`config.mk`:
```
export PLATFORM = sky130hd
export DESIGN_NAME = ssdd_scan
export DESIGN_NICKNAME = d
export VERILOG_FILES = /design/src/rtl/ssdd_scan.sv
export SDC_FILE = /design/constraint.sdc
export NUM_CORES = 1
export LEC_CHECK = 0
export BUFFER_PORTS_ARGS = -buffer_cell sky130_fd_sc_hd__buf_2
export CORE_ASPECT_RATIO = 0.8
export CORE_MARGIN = 3
export CORE_UTILIZATION = 45
export DETAILED_ROUTE_END_ITERATION = 8
export GPL_ROUTABILITY_DRIVEN = 0
export HOLD_SLACK_MARGIN = 0.1
export PLACE_DENSITY_LB_ADDON = 0.3
export SLEW_MARGIN = 5
export SYNTH_ARGS = -nofsm -noshare
export SYNTH_HDL_FRONTEND = slang
export SYNTH_SLANG_ARGS = --single-unit
```
`constraint.sdc`:
```
create_clock -name ssdd_clk -period 3.9 [get_ports ssdd_clk]
set_input_delay 0.78 -clock ssdd_clk [delete_from_list [all_inputs] [get_ports ssdd_clk]]
set_output_delay 0.78 -clock ssdd_clk [all_outputs]
set_load 0.02 [all_outputs]
```
`src/rtl/ssdd_scan.sv`:
```
// ssdd_scan: four-digit multiplexed seven-segment driver for the 4-bit up counter.
// Samples the counter once per frame, renders hex/decimal plus mode letter, flags wraps on dp.
module ssdd_scan #(
    parameter int unsigned REFRESH_DIV = 100000,
    parameter int unsigned DP_FRAMES   = 64
) (
    input  logic       ssdd_clk,
    input  logic       ssdd_rst,
    input  logic [3:0] ssdd_d,
    input  logic       ssdd_hex,
    output logic [3:0] ssdd_an,
    output logic [6:0] ssdd_seg,
    output logic       ssdd_dp
);
    localparam int unsigned     PreW   = (REFRESH_DIV > 1) ? $clog2(REFRESH_DIV) : 1;
    localparam logic [PreW-1:0] PreMax = PreW'(REFRESH_DIV - 1);
    localparam logic [7:0]      DpLoad = 8'(DP_FRAMES);
    localparam logic [6:0]      SegOff = 7'h7F;
    localparam logic [6:0]      SegOne = 7'h79;
    localparam logic [6:0]      SegH   = 7'h09;
    localparam logic [6:0]      SegDec = 7'h21;

    logic [PreW-1:0] pre_q, pre_d;
    logic [1:0]      idx_q, idx_d;
    logic [3:0]      shadow_q, shadow_d;
    logic [3:0]      prev_q, prev_d;
    logic            mode_q, mode_d;
    logic            frame_q, frame_d;
    logic [7:0]      dp_cnt_q, dp_cnt_d;
    logic [3:0]      an_q, an_d;
    logic [6:0]      seg_q, seg_d;
    logic            dp_q, dp_d;

    logic            tick;
    logic            frame_end;
    logic [3:0]      dec_units;

    function automatic logic [6:0] glyph(input logic [3:0] v);
        logic [6:0] g;
        case (v)
            4'h0:    g = 7'h40;
            4'h1:    g = 7'h79;
            4'h2:    g = 7'h24;
            4'h3:    g = 7'h30;
            4'h4:    g = 7'h19;
            4'h5:    g = 7'h12;
            4'h6:    g = 7'h02;
            4'h7:    g = 7'h78;
            4'h8:    g = 7'h00;
            4'h9:    g = 7'h10;
            4'hA:    g = 7'h08;
            4'hB:    g = 7'h03;
            4'hC:    g = 7'h46;
            4'hD:    g = 7'h21;
            4'hE:    g = 7'h06;
            default: g = 7'h0E;
        endcase
        return g;
    endfunction

    always_comb begin
        tick      = (pre_q == PreMax);
        frame_end = tick && (idx_q == 2'd3);
        pre_d     = tick ? '0 : pre_q + 1'b1;
        idx_d     = tick ? idx_q + 2'd1 : idx_q;

        shadow_d = shadow_q;
        mode_d   = mode_q;
        prev_d   = prev_q;
        if (frame_end) begin
            shadow_d = ssdd_d;
            mode_d   = ssdd_hex;
            prev_d   = shadow_q;
        end
        frame_d = frame_end;

        // Wrap is judged in the guard cycle after the latch, from the stored old/new pair.
        dp_cnt_d = dp_cnt_q;
        if (frame_q) begin
            if (shadow_q < prev_q) begin
                dp_cnt_d = DpLoad;
            end else if (dp_cnt_q != 8'd0) begin
                dp_cnt_d = dp_cnt_q - 8'd1;
            end
        end

        dec_units = (shadow_q >= 4'd10) ? shadow_q - 4'd10 : shadow_q;

        an_d  = 4'b1111;
        seg_d = SegOff;
        dp_d  = 1'b1;
        // A tick blanks the next cycle; the new digit appears one cycle later.
        if (!tick) begin
            an_d = ~(4'b0001 << idx_q);
            unique case (idx_q)
                2'd0: begin
                    seg_d = mode_q ? glyph(shadow_q) : glyph(dec_units);
                    dp_d  = (dp_cnt_d == 8'd0);
                end
                2'd1:    seg_d = (!mode_q && shadow_q >= 4'd10) ? SegOne : SegOff;
                2'd2:    seg_d = SegOff;
                default: seg_d = mode_q ? SegH : SegDec;
            endcase
        end
    end

    always_ff @(posedge ssdd_clk or negedge ssdd_rst) begin
        if (!ssdd_rst) begin
            pre_q    <= '0;
            idx_q    <= 2'd0;
            shadow_q <= 4'd0;
            prev_q   <= 4'd0;
            mode_q   <= 1'b0;
            frame_q  <= 1'b0;
            dp_cnt_q <= 8'd0;
            an_q     <= 4'b1111;
            seg_q    <= SegOff;
            dp_q     <= 1'b1;
        end else begin
            pre_q    <= pre_d;
            idx_q    <= idx_d;
            shadow_q <= shadow_d;
            prev_q   <= prev_d;
            mode_q   <= mode_d;
            frame_q  <= frame_d;
            dp_cnt_q <= dp_cnt_d;
            an_q     <= an_d;
            seg_q    <= seg_d;
            dp_q     <= dp_d;
        end
    end

    assign ssdd_an  = an_q;
    assign ssdd_seg = seg_q;
    assign ssdd_dp  = dp_q;

endmodule

```
==> impl_metrics.ini <==
[logic_synthesis]
ys.warnings.count = 0
synth-seq-area-share_pct = 39.2
post_synthesis_net_count = 370
synthesis.area_per_instance_um2 = 9.21
synth.area.top_cells = dfrtp_1, dfstp_2, ha_1
synthesis.instances = 344
postSynthRegisterBits = 49
synth_largest_type_area_fraction_pct = 29.2
asyncSetResetFlopFracSynth_pct = 100
synth.lib_cells_used.distinct = 67
synthFlopType = dfrtp_1
synth_edf_count = 0
synthDominantAreaCellType = dfrtp_1
top_post_synthesis_cells_by_count = dfrtp_1, nor2_1, inv_1
cell_area_after_synthesis_um2 = 3170
yosysMostFrequentCell = dfrtp_1

[clocking]
post_cts_resize_count = 0
root_driver = clkbuf_8
maximum_count_of_clock_buffers_along_a_single_path = 2
cts.htree.levels = 2
postCtsHoldBufs = 0
cts.reportedPaths.clkPinSlew_ns = 0.10
cts_made_buffers = 5
cts_tree = built
numClockSinks = 49
postCtsSetupBuffers = 0
clk-insertion-delay-late_ns = 0.30

[global_routing]
groute.usage.overall_pct = 18.1
first_global_vias = 2367
grt_start_max_net_pins = 50
grt_overflow = 0
global_route_wire_length_before_repair_um = 11900
grt_antenna_before_repair = 0

[drt]
routed_wirelength_um = 6970
vias = 2552
dr.first_iter.drc_count = 168
avgViaCountPerCell = 5.83
routed_wire_length_per_instance_um = 15.9
firstDrtPassIters = 4
route.antenna.remaining_nets = 0
post-route-drc-count = 0

[floorplanning]
core_area_um2 = 6600
die_width_um = 99.8
floorplan.rows = 26
io_pins = 19
floorplan.die.height_um = 81.0
design.die.area_um2 = 8090
start_util_pct = 48.0

[sta]
period_needed_ns = 2.85
min_period_over_period_pct = 73.1
worst-slew-pin-transition_ns = 1.07
finClkSkew_ns = 0.0101
timing.max_slew.rel_slack_pct = 28.5
finalSetupViolations = 0
grt_setup_unrepaired = no
setup_tns_ns = 0
worst_slack_ns = 1.05
report.final.slew_viol_count = 0
max_freq_mhz = 351
finalHoldViolations = 0

[power]
switchingPower_uw = 211
vdd_drop_max_mv = 0.153
swShare_pct = 24.3
pwr-share-clk_pct = 35.5
share_seq_of_total_power_pct = 59.3
report.power.total_uw = 867
p_int_uw = 656
power.static_leakage_nw = 1.50
pwr_density_cell_nw_per_um2 = 255
part_of_the_total_power_dissipated_in_combinational_logic_pct = 5.2

[finish]
nFillCells = 627
postLayoutCoreUtil_pct = 51.4
drive_above_1_share_pct = 16.1
diode_count = 0
fin_nets = 379
flow.area_growth_from_synthesis_pct = 7.23

[placement]
placed_wire_length_estimate_um = 4980
place_worst_setup_slack_ns = 1.15
place.port_buffers = 18

[worst_setup_path]
worst-setup-path-type = register to register
crit_path_start = shadow_q[2]
worstSetupEndpoint = dp_cnt_q[3]
worst_ep_required_ns = 4.11
setup.worst_path.start_class = register
register_to_register_path_setup_slack_ns = 1.05
critPathCaptureType = register
worst-path-max-fanout = 22
reg2reg_from = shadow_q[2]
slowest_stage = dfrtp_1
path_cells = ha_1, o21a_1, nor2_1, nor3_1, nand2_1, o31ai_1
ff2ff_path_depth = 6
crit_path_max_incr_delay_ns = 0.80
r2r-end = dp_cnt_q[3]
critical_path_arrival_ns = 3.06

[outcome]
result_of_the_run = finished, final reports clean

[flow_run]
timing.max_cap.violations = 0

[worst_hold_path]
hold_path_class = register to register
registers in the layout, summed over array words and instances, names as in the netlist, 2 cells and up:
register  cells
pre_q        17
dp_cnt_q      8
ssdd_seg      7
prev_q        4
shadow_q      4
ssdd_an       4
idx_q         2
critical path, delay by kind of cell (launching register included):
| family | cells | cell delay [ns] |
|---|---|---|
| simple gates | 3 | 1.16 |
| compound gates | 2 | 0.44 |
| flops | 1 | 0.80 |
| fa+ha+maj | 1 | 0.35 |
final cells by class:
class,count,area (um^2),share of cell area (%)
Clock buffer,5,68.8,2.03
Clock inverter,3,22.5,0.663
Inverter,26,97.6,2.87
Multi-Input combinational cell,251,1760,51.7
Sequential cell,49,1240,36.5
Tap cell,84,105,3.09
Timing Repair Buffer,20,105,3.09
logic make-up (layout without fill, tap and decap cells):
family	after synthesis	count (layout)	share of synthesized area [%]
simple gates	122	122	20.4
compound gates	80	80	18.0
xor+xnor	18	18	4.98
flops	49	49	39.2
mux	12	12	4.54
buf+inv	44	54	5.37
fa+ha+maj	19	19	7.50
how the worst min path moves through the flow:
stage	depth (start not counted)	end	slack [ns]	from
floorplan	1	pre_q[0]	0.45	pre_q[0]
global placement	1	pre_q[0]	0.48	pre_q[0]
CTS	1	pre_q[14]	0.50	pre_q[14]
global route	1	pre_q[8]	0.53	pre_q[8]
finish	1	pre_q[14]	0.50	pre_q[14]
detailed placement	1	pre_q[8]	0.49	pre_q[8]
routing by layer:
layer / GRT usage (%) / share of wire, %
met1: 27.6 / 52
met2: 27.0 / 43
met3: 2.92 / 5.1
met4: 4.09 / 0.66
met5: 0 / 0
cell usage in the layout (no fill, tap or decap), types with 3 or more instances in the layout:
cell / count
a211oi_1: 3
a21o_1: 3
a21oi_1: 12
a311oi_1: 3
a31oi_1: 3
a41oi_1: 3
buf_2: 18
clkbuf_8: 5
dfrtp_1: 37
dfstp_2: 12
ha_1: 19
inv_1: 25
mux2i_1: 8
nand2_1: 23
nand2b_1: 5
nand3_1: 22
nand4_1: 3
nor2_1: 29
nor2b_1: 5
nor3_1: 9
nor4_1: 3
o21ai_0: 20
o22ai_1: 4
or3_1: 4
or4_1: 3
xnor2_1: 9
xor2_1: 9
through the flow:
step           hold slack, ns  area (um^2)  cells
2_1_floorplan           0.455         3170    344
3_3_place_gp            0.478         3310    430
3_5_place_dp            0.485         3310    430
4_1_cts                 0.503         3400    438
5_1_grt                 0.531         3400    438
6_report                0.502         3400    438
power by group through the flow:
stage / combinational (mW) / clock (mW) / sequential [mW]
after floorplan: 0.0210 / 0 / 0.528
after global placement: 0.0453 / 0 / 0.523
after detailed placement: 0.0459 / 0 / 0.523
after CTS: 0.0460 / 0.317 / 0.514
after global routing: 0.0507 / 0.333 / 0.515
final: 0.0451 / 0.308 / 0.514
No activity file was read; power rests on OpenSTA's default activity.
